`src/rtl/spart_pkg.sv`:
```
// Shared definitions for the SPART bus controller.
//   state_t  : controller FSM states
//   ADDR_*   : SPART core register addresses on ioaddr
//   div_of() : baud divisor (clk/(16*baud)-1 at 100 MHz) for a br_cfg code
package spart_pkg;

  typedef enum logic [2:0] {
    CFG_LO  = 3'd0,
    CFG_HI  = 3'd1,
    IDLE    = 3'd2,
    RX_RD   = 3'd3,
    RX_WAIT = 3'd4,
    TX_WR   = 3'd5,
    TX_WAIT = 3'd6
  } state_t;

  localparam logic [1:0] ADDR_BUF  = 2'b00;
  localparam logic [1:0] ADDR_STAT = 2'b01;
  localparam logic [1:0] ADDR_DBL  = 2'b10;
  localparam logic [1:0] ADDR_DBH  = 2'b11;

  function automatic logic [15:0] div_of(input logic [1:0] cfg);
    case (cfg)
      2'b00:   div_of = 16'h0515;  // 4800
      2'b01:   div_of = 16'h028A;  // 9600
      2'b10:   div_of = 16'h0145;  // 19200
      default: div_of = 16'h00A2;  // 38400
    endcase
  endfunction

endpackage

```
`src/rtl/spart_bus_ctrl_if.sv`:
```
// Register-port bus between the controller (master) and the SPART core (slave).
//   iocs/iorw/ioaddr : chip select, 1=read/0=write, register address
//   bus_wdata/bus_oe : write data and databus drive enable
//   bus_rdata        : databus value returned by the core
//   rda/tbr          : core receive-data-available / transmit-buffer-ready
interface spart_bus_ctrl_if;
  logic       iocs;
  logic       iorw;
  logic [1:0] ioaddr;
  logic [7:0] bus_wdata;
  logic       bus_oe;
  logic [7:0] bus_rdata;
  logic       rda;
  logic       tbr;

  modport master (
    output iocs, iorw, ioaddr, bus_wdata, bus_oe,
    input  bus_rdata, rda, tbr
  );

  modport slave (
    input  iocs, iorw, ioaddr, bus_wdata, bus_oe,
    output bus_rdata, rda, tbr
  );
endinterface

```
`src/rtl/spart_bus_ctrl_rr_arbiter.sv`:
```
// Round-robin pick among NUM_REQ requesters.
//   i_req : request vector      i_ptr : index searched first
//   i_en  : allow a grant       o_gnt : one-hot winner   o_sel : encoded winner
// Purely combinational; the caller owns and advances the pointer.
module rr_arbiter #(
  parameter int NUM_REQ = 2,
  parameter int PW      = 1
) (
  input  logic [NUM_REQ-1:0] i_req,
  input  logic [PW-1:0]      i_ptr,
  input  logic               i_en,
  output logic [NUM_REQ-1:0] o_gnt,
  output logic [PW-1:0]      o_sel
);

  logic          w_found;
  logic [PW-1:0] w_idx;

  // Walk from i_ptr upward with wrap; first requester hit wins.
  always_comb begin
    o_gnt   = '0;
    o_sel   = '0;
    w_found = 1'b0;
    w_idx   = '0;
    for (int k = 0; k < NUM_REQ; k++) begin
      w_idx = PW'((int'(i_ptr) + k) % NUM_REQ);
      if (!w_found && i_en && i_req[w_idx]) begin
        w_found      = 1'b1;
        o_gnt[w_idx] = 1'b1;
        o_sel        = w_idx;
      end
    end
  end

endmodule

```
`src/rtl/spart_bus_ctrl.sv`:
```
// SPART register-port sequencer: programs the baud divisor after reset and on
// br_cfg change, drains received bytes, and shares the TX buffer between
// NUM_REQ requesters round-robin.
//   clk, rst           : clock, async active-high reset
//   i_br_cfg           : baud select
//   i_req/i_req_data   : TX requests (level) and their bytes
//   o_gnt              : one-hot 1-cycle pulse, byte accepted
//   o_rx_data/valid    : last received byte, 1-cycle update pulse
//   o_cfg_done         : divisor programmed for current br_cfg
//   o_tx_err           : sticky tbr timeout
//   bus                : register port to the SPART core
import spart_pkg::*;

module spart_bus_ctrl #(
  parameter int NUM_REQ     = 2,
  parameter int TBR_TIMEOUT = 16
) (
  input  logic                 clk,
  input  logic                 rst,
  input  logic [1:0]           i_br_cfg,
  input  logic [NUM_REQ-1:0]   i_req,
  input  logic [8*NUM_REQ-1:0] i_req_data,
  output logic [NUM_REQ-1:0]   o_gnt,
  output logic [7:0]           o_rx_data,
  output logic                 o_rx_valid,
  output logic                 o_cfg_done,
  output logic                 o_tx_err,
  spart_bus_ctrl_if.master     bus
);

  localparam int PW = (NUM_REQ > 1) ? $clog2(NUM_REQ) : 1;
  localparam int CW = (TBR_TIMEOUT > 1) ? $clog2(TBR_TIMEOUT) : 1;

  state_t             r_state;
  logic [1:0]         r_cfg_q;
  logic [PW-1:0]      r_ptr;
  logic [CW-1:0]      r_cnt;
  logic [NUM_REQ-1:0] r_gnt;
  logic [7:0]         r_rx_data;
  logic               r_rx_valid;
  logic               r_cfg_done;
  logic               r_tx_err;
  logic               r_iocs;
  logic               r_iorw;
  logic [1:0]         r_ioaddr;
  logic [7:0]         r_wdata;
  logic               r_oe;

  logic [NUM_REQ-1:0] w_arb_gnt;
  logic [PW-1:0]      w_sel;
  logic [PW-1:0]      w_next_ptr;
  logic [15:0]        w_div;

  rr_arbiter #(.NUM_REQ(NUM_REQ), .PW(PW)) u_arb (
    .i_req (i_req),
    .i_ptr (r_ptr),
    .i_en  (bus.tbr),
    .o_gnt (w_arb_gnt),
    .o_sel (w_sel)
  );

  assign w_next_ptr = (w_sel == PW'(NUM_REQ - 1)) ? '0 : w_sel + 1'b1;
  // Low byte uses the live br_cfg (latched in the same cycle); high byte the latched copy.
  assign w_div      = div_of((r_state == CFG_LO) ? i_br_cfg : r_cfg_q);

  // Outputs are registered: each transition loads the bus values for the
  // cycle that follows it. CFG_LO/CFG_HI issue their write on the edge that
  // leaves them, so the low-byte write is visible in the first cycle after reset.
  always_ff @(posedge clk or posedge rst) begin
    if (rst) begin
      r_state    <= CFG_LO;
      r_cfg_q    <= 2'b00;
      r_ptr      <= '0;
      r_cnt      <= '0;
      r_gnt      <= '0;
      r_rx_data  <= '0;
      r_rx_valid <= 1'b0;
      r_cfg_done <= 1'b0;
      r_tx_err   <= 1'b0;
      r_iocs     <= 1'b0;
      r_iorw     <= 1'b0;
      r_ioaddr   <= '0;
      r_wdata    <= '0;
      r_oe       <= 1'b0;
    end else begin
      r_gnt      <= '0;
      r_rx_valid <= 1'b0;
      case (r_state)
        CFG_LO: begin
          r_iocs   <= 1'b1;
          r_iorw   <= 1'b0;
          r_oe     <= 1'b1;
          r_ioaddr <= ADDR_DBL;
          r_wdata  <= w_div[7:0];
          r_cfg_q  <= i_br_cfg;
          r_state  <= CFG_HI;
        end
        CFG_HI: begin
          r_ioaddr <= ADDR_DBH;
          r_wdata  <= w_div[15:8];
          r_state  <= IDLE;
        end
        IDLE: begin
          r_iocs <= 1'b0;
          r_oe   <= 1'b0;
          if (i_br_cfg != r_cfg_q) begin
            r_cfg_done <= 1'b0;
            r_state    <= CFG_LO;
          end else begin
            r_cfg_done <= 1'b1;
            if (bus.rda) begin
              r_iocs   <= 1'b1;
              r_iorw   <= 1'b1;
              r_ioaddr <= ADDR_BUF;
              r_state  <= RX_RD;
            end else if (bus.tbr && |i_req) begin
              r_iocs   <= 1'b1;
              r_iorw   <= 1'b0;
              r_oe     <= 1'b1;
              r_ioaddr <= ADDR_BUF;
              r_wdata  <= i_req_data[{w_sel, 3'b000} +: 8];
              r_gnt    <= w_arb_gnt;
              r_ptr    <= w_next_ptr;
              r_state  <= TX_WR;
            end
          end
        end
        RX_RD: begin
          r_rx_data  <= bus.bus_rdata;
          r_rx_valid <= 1'b1;
          r_iocs     <= 1'b0;
          r_iorw     <= 1'b0;
          r_state    <= RX_WAIT;
        end
        // Hold off until the core drops rda so one byte is never read twice.
        RX_WAIT: if (!bus.rda) r_state <= IDLE;
        TX_WR: begin
          r_iocs  <= 1'b0;
          r_oe    <= 1'b0;
          r_cnt   <= '0;
          r_state <= TX_WAIT;
        end
        TX_WAIT: begin
          if (!bus.tbr) begin
            r_state <= IDLE;
          end else if (r_cnt == CW'(TBR_TIMEOUT - 1)) begin
            r_tx_err <= 1'b1;
            r_state  <= IDLE;
          end else begin
            r_cnt <= r_cnt + 1'b1;
          end
        end
        default: r_state <= CFG_LO;
      endcase
    end
  end

  assign o_gnt         = r_gnt;
  assign o_rx_data     = r_rx_data;
  assign o_rx_valid    = r_rx_valid;
  assign o_cfg_done    = r_cfg_done;
  assign o_tx_err      = r_tx_err;
  assign bus.iocs      = r_iocs;
  assign bus.iorw      = r_iorw;
  assign bus.ioaddr    = r_ioaddr;
  assign bus.bus_wdata = r_wdata;
  assign bus.bus_oe    = r_oe;

endmodule

```
`src/flat_wrapper.sv`:
```
// flat-port wrapper written by rule: the top's interface ports become plain ports
module spart_bus_ctrl_flat 
#(
  parameter int NUM_REQ     = 2,
  parameter int TBR_TIMEOUT = 16
)
  (clk, rst, i_br_cfg, i_req, i_req_data, o_gnt, o_rx_data, o_rx_valid, o_cfg_done, o_tx_err, bus_iocs, bus_iorw, bus_ioaddr, bus_bus_wdata, bus_bus_oe, bus_bus_rdata, bus_rda, bus_tbr);
  spart_bus_ctrl_if bus_i ();
  input  logic clk;
  input  logic rst;
  input  logic [1:0] i_br_cfg;
  input  logic [NUM_REQ-1:0] i_req;
  input  logic [8*NUM_REQ-1:0] i_req_data;
  output logic [NUM_REQ-1:0] o_gnt;
  output logic [7:0] o_rx_data;
  output logic o_rx_valid;
  output logic o_cfg_done;
  output logic o_tx_err;
  output wire logic [$bits(bus_i.iocs)-1:0] bus_iocs;
  output wire logic [$bits(bus_i.iorw)-1:0] bus_iorw;
  output wire logic [$bits(bus_i.ioaddr)-1:0] bus_ioaddr;
  output wire logic [$bits(bus_i.bus_wdata)-1:0] bus_bus_wdata;
  output wire logic [$bits(bus_i.bus_oe)-1:0] bus_bus_oe;
  input wire logic [$bits(bus_i.bus_rdata)-1:0] bus_bus_rdata;
  input wire logic [$bits(bus_i.rda)-1:0] bus_rda;
  input wire logic [$bits(bus_i.tbr)-1:0] bus_tbr;
  assign bus_iocs = bus_i.iocs;
  assign bus_iorw = bus_i.iorw;
  assign bus_ioaddr = bus_i.ioaddr;
  assign bus_bus_wdata = bus_i.bus_wdata;
  assign bus_bus_oe = bus_i.bus_oe;
  assign bus_i.bus_rdata = bus_bus_rdata;
  assign bus_i.rda = bus_rda;
  assign bus_i.tbr = bus_tbr;
  spart_bus_ctrl #(.NUM_REQ(NUM_REQ), .TBR_TIMEOUT(TBR_TIMEOUT)) u_core (.clk(clk), .rst(rst), .i_br_cfg(i_br_cfg), .i_req(i_req), .i_req_data(i_req_data), .o_gnt(o_gnt), .o_rx_data(o_rx_data), .o_rx_valid(o_rx_valid), .o_cfg_done(o_cfg_done), .o_tx_err(o_tx_err), .bus(bus_i));
endmodule
```
`config.mk`:
```
export PLATFORM = sky130hd
export DESIGN_NAME = spart_bus_ctrl_flat
export DESIGN_NICKNAME = d
export VERILOG_FILES = /design/src/rtl/spart_pkg.sv /design/src/rtl/spart_bus_ctrl_if.sv /design/src/rtl/spart_bus_ctrl_rr_arbiter.sv /design/src/rtl/spart_bus_ctrl.sv /design/src/flat_wrapper.sv
export SDC_FILE = /design/constraint.sdc
export NUM_CORES = 1
export LEC_CHECK = 0
export CAP_MARGIN = 20
export CORE_MARGIN = 1.5
export CORE_UTILIZATION = 40
export CTS_CLUSTER_SIZE = 14
export DETAILED_ROUTE_END_ITERATION = 10
export PLACE_DENSITY = 0.7
export SLEW_MARGIN = 20
export SYNTH_ARGS = -nofsm -noshare
export SYNTH_HDL_FRONTEND = slang
export SYNTH_SLANG_ARGS = --single-unit
export TNS_END_PERCENT = 50
```
`constraint.sdc`:
```
create_clock -name clk -period 3.7 [get_ports clk]
set_clock_uncertainty 0.05 [all_clocks]
set_input_delay 0.74 -clock clk [delete_from_list [all_inputs] [get_ports clk]]
set_output_delay 0.74 -clock clk [all_outputs]
set_load 0.05 [all_outputs]
```
# Word-level counts from Yosys, hierarchy flattened
# Cells that the tools add are included.
# word_totals
in_bits	32
register_bits	36
# classes
add_sub_neg	3
bitwise	3
n_eq_ne	19
order_cmp	4
muxes	51
reduce_logical	24
n_shift	1
# ops
cell	count
one-hot mux 11 bit (3 select lines)	1
2-to-1 mux 8 bit	3
one-hot mux 8 bit (3 select lines)	1
one-hot mux 3 bit (7 select lines)	1
2-to-1 mux 1 bit	20
2-to-1 mux 2 bit	10
2-to-1 mux 3 bit	6
indexed part select 16 x 5 -> 8 bit	1
AND reduction 3 bit	5
inequality test 2 bit (second input constant)	5
== test 3 bit (second input constant)	3
nonzero test 3 bit	3
2-to-1 mux 4 bit	2
one-hot mux 4 bit (2 select lines)	1
AND reduction 4 bit	2
== test 3 x 2 -> 1 bit (second input constant)	2
logical AND 1 bit	6
inequality test 3 x 2 -> 1 bit (second input constant)	2
one-hot mux 1 bit (3 select lines)	2
one-hot mux 2 bit (3 select lines)	1
OR reduction 2 bit	3
adder 4 x 1 -> 4 bit (second input constant)	1
== test 4 bit (second input constant)	1
less-than comparator 1 x 2 -> 1 bit (second input constant)	2
other kinds (16)	21

# Logic depth before layout (Yosys ltp)
# logic_depth
depth_word	13
ltp_mapped	5

# Hierarchy
# From an unflattened synthesis, not the netlist that was laid out.
# hier_totals
cells_unflattened	165
area_unflattened_um2	1888.1
# modules_own_cells
module	instances	area_per_inst_um2	cells_per_inst	seq_area_each_um2
spart_bus_ctrl	1	1861.8	159	900.9
rr_arbiter	1	26.3	6	0.0

# Least setup slack after synthesis
# No wires, ideal clock.
# synth_path
path_kind	input to register
start	input port i_br_cfg[1]
end	register u_core.r_wdata[0] (netlist: u_core.bus.bus_wdata[0])
path_stages	5
setup_ns	0.120
path_buffers	1
slack_ns	1.894
arrival_ns	1.636
path_cell_list	xor2_1 nor4_2 buf_6 a211oi_2 a31o_1
# synth_between
elab_chain_len	4
elab_cells_between_ends	9
classes_between	eq/ne (4); mux (3); reduce/logical (2)
# synth_lines
element	line_no	source
start, declared	flat_wrapper.sv:11	input logic [1:0] i_br_cfg;
2-to-1 mux 2 bit	n/a	
== test 2 bit, or another cell as far along	spart_pkg.sv:23	case (cfg)
one-hot mux 11 bit (3 select lines)	spart_pkg.sv:23	
one-hot mux 8 bit (3 select lines)	spart_bus_ctrl.sv:88	case (r_state)
end signal, assigned	spart_bus_ctrl.sv:94	r_wdata <= w_div[7:0];
end signal, assigned	spart_bus_ctrl.sv:100	r_wdata <= w_div[15:8];
end signal, assigned	spart_bus_ctrl.sv:121	r_wdata <= i_req_data[{w_sel, 3'b000} +: 8];
end, declared	spart_bus_ctrl.sv:46	logic [7:0] r_wdata;
# Parallel ways exist; a longest one is shown, timed or not.
# A chain may end at the register's enable or synchronous reset.

# Final worst setup path
# layout_path
start	register u_core.r_state[2]
end	register u_core.r_gnt[0] (netlist: u_core.o_gnt[0])
# layout_between
elab_chain_len	2
# layout_lines
element	line_no	source
start, declared	spart_bus_ctrl.sv:34	state_t r_state;
start signal, assigned	spart_bus_ctrl.sv:71	r_state <= CFG_LO;
start signal, assigned	spart_bus_ctrl.sv:96	r_state <= CFG_HI;
start signal, assigned	spart_bus_ctrl.sv:101	r_state <= IDLE;
== test 3 x 2 -> 1 bit	spart_bus_ctrl.sv:88	
2-to-1 mux 2 bit	spart_bus_ctrl.sv:88	
end signal, assigned	spart_bus_ctrl.sv:122	r_gnt <= w_arb_gnt;
end, declared	spart_bus_ctrl.sv:38	logic [NUM_REQ-1:0] r_gnt;
# No other way between the ends.

==> results by group <==
Run status
  – Status: finished, final reports clean

Clock tree
  – Clk Latency, worst-skew pair: 290 ps
  – TritonCTS clock tree: built
  – Clock Root Buffer: clkbuf_8
  – TritonCTS Buffers: 5
  – Clk sinks: 36
  – Hold Buf Count CTS: 0
  – Htree depth: 2
  – # Post-CTS Setup Buffers: 0
  – Post-cts sizing count: 0
  – Clk pin slew, worst setup/hold paths: 70 ps
  – Clock Path Buffers: 2

STA
  – Count of pins over their slew limit: 0
  – Count of final setup violators: 0
  – Fmax: 415.0 MHz
  – Fin crit period: 2409 ps
  – Least-Margin Pin Slew: 766.2 ps
  – Slew headroom: 48.73%
  – RSZ-0062 raised after global routing: no
  – Final setup TNS: 0 ps
  – Final Hold Fails: 0
  – Final cycle utilization of the critical path: 65.12%

Logic synthesis
  – Yosys reg bits: 36
  – Synthesized area per cell: 10.25 um2
  – Dominant cells by area after synthesis: dfrtp_1 47%, mux2_2 4.1%, a211oi_1 3.5%
  – Top_reg_cell synth: dfrtp_1
  – Syn. warnings: 0
  – Synth Instances: 187
  – Syn nets: 220
  – Netlist area before placement: 0.001917 mm2
  – Synth top area share: 47.00%
  – Fraction of registers with async set/reset: 100.0%
  – Dominant cell type by area after synthesis: dfrtp_1
  – Yosys cell types: 45
  – Register area share after synthesis: 47.00%
  – EDFF count, synth: 0

GRT
  – Total grt overflow: 0
  – M1 GR Usage: 22.52%
  – First-pass GRT wire length: 7.127 mm
  – Met2 Use GR: 28.40%
  – Antenna violations before repair: 0
  – GRT Total Usage: 17.74%
  – Vias in the first global route: 1477
  – Largest net degree at the start of global routing: 37
  – M3 GR Usage: 5.139%
  – Grt peak-use layer: met2

Pwr
  – Power density over the cells: 910.9 mW/mm2
  – Worst vdd ir: 0.3883 mV
  – Leakage power: 1.138 nW
  – Total power: 2.396 mW

Floorplan
  – Die ar.: 0.005216 mm2
  – Core region area: 0.004661 mm2
  – FP Rows: 25
  – Top-level I/O count: 58
  – Initial Util: 41.13%
  – Die H: 72.23 um
  – Die width: 72.23 um

Hold path
  – Worst hold-check path type: reg2reg

Drt
  – Routed wire per std cell: 14.12 um
  – Drt pass-1 iters: 4
  – Initial drt markers: 74
  – Final wirelength: 4.222 mm
  – DRT antenna net count: 0
  – Vias per cell: 5.391
  – Residual DRC: 0
  – Via count: 1612

Critical path
  – Startpoint Class: register
  – Worst-path cell chain: nor2_1, and2_1, nand2_1, a2111oi_2
  – Worst Path Max Fanout: 21
  – WP data arrival: 2540 ps
  – CP max-delay cell: nor2_1
  – Worst setup EP type: register
  – Worst path required time: 3830 ps
  – CP max stage delay: 710 ps
  – Worst Setup Path Type: reg2reg

Layout
  – Commonest non-fill, non-tap cell in the layout: clkdlybuf4s50_1
  – Area Overhead vs Synth: 37.21%
  – Layout cell share with drive strength beyond 1: 11.84%
  – Most frequent cells in the layout: 57 x clkdlybuf4s50_1, 36 x dfrtp_1, 17 x nand2_1
  – Register area: 900.9 um2
  – Inserted Diodes: 0
  – # fillers: 419
  – Final nets: 277
  – Multi-input gate area: 923.4 um2

Flow run
  – MaxCap Viol Count: 0

Placement
  – DP Wirelength: 3.095 mm
  – Port bufs: 57
  – GP Congestion: 0.7422
## report_power, final
group | switching (mW) | internal [mW]
Sequential | 0.166 | 0.558
Clock | 0.140 | 0.199
Combinational | 0.825 | 0.507
## synthesized netlist by cell type, drive strengths merged, types with 3 or more instances
library cell and count:
dfrtp 36, a21o 5, a21oi 4, nor2b 3
nor2 10, a31oi 7, a21boi 9, nand3 5
and3 8, nand2b 3, buf 7, mux2 10
a211oi 10, o21ai 11, nand2 17, inv 11
## through the flow
stage	setup WS (ps)	utilization [%]	cells	hold slack, ps	instance area (um2)
after floorplan	1894	-	187	402.1	1917
after global placement	1207	54.04	291	416.3	2519
after detailed placement	1175	54.04	291	434.5	2519
after CTS	1265	56.43	299	451.7	2630
after global routing	1038	56.43	299	461.4	2630
final	1291	56.43	299	445.8	2630
## per-layer routing
layer / up-vias / wire length (um)
li1: 791 / -
met1: 763 / 1903
met2: 53 / 1957
met3: 5 / 285
met4: 0 / 76
met5: - / 0
## final cells by class
cell class	instances	share of cell area, %
timing repair buffer	59	22.26
clock inverter	3	1.618
multi-input combinational	131	35.11
tap	54	2.569
clock buffer	5	2.617
inverter	11	1.570
sequential	36	34.25
## registers in the layout, summed over array words and instances, names as in the netlist
signal	flops
u_core.r_ptr	1
u_core.o_gnt	2
u_core.bus.iorw	1
u_core.o_cfg_done	1
u_core.bus.ioaddr	2
u_core.r_state	3
u_core.o_tx_err	1
u_core.bus.iocs	1
u_core.bus.bus_oe	1
u_core.o_rx_valid	1
u_core.o_rx_data	8
u_core.r_cfg_q	2
u_core.r_cnt	4
u_core.bus.bus_wdata	8
## final timing paths
check	startpoint	endpoint	slack, ps	depth (start not counted)
max	u_core.r_state[2]$_DFFE_PP0P_	u_core.o_gnt[0]$_DFF_PP0_	1290	4
min	u_core.o_cfg_done$_DFFE_PP0P_	u_core.o_cfg_done$_DFFE_PP0P_	450	2
max reg2reg	u_core.r_state[2]$_DFFE_PP0P_	u_core.o_gnt[0]$_DFF_PP0_	1290	4
min reg2reg	u_core.o_cfg_done$_DFFE_PP0P_	u_core.o_cfg_done$_DFFE_PP0P_	450	2
max in group asynchronous	rst	u_core.r_state[1]$_DFFE_PP0P_	2470	3
min in group asynchronous	rst	u_core.o_cfg_done$_DFFE_PP0P_	800	3
## critical path, delay by kind of cell (launching register included)
family	cells	cell delay (ps)
compound gates	1	340
flops	1	630
simple gates	3	1280
## cells by family (layout without fill, tap and decap cells)
| family | count (synthesis) | after routing | share of synthesized area, % |
|---|---|---|---|
| buffers and inverters | 20 | 78 | 4.830 |
| and+or+nand+nor | 53 | 53 | 15.21 |
| DFF | 36 | 36 | 47.00 |
| AOI/OAI and AO/OA | 62 | 62 | 23.63 |
| adders and majority gates | 1 | 1 | 0.6526 |
| muxes | 12 | 12 | 6.919 |
| xor gates and xnor gates | 3 | 3 | 1.763 |
No activity file was read; power rests on OpenSTA's default activity.
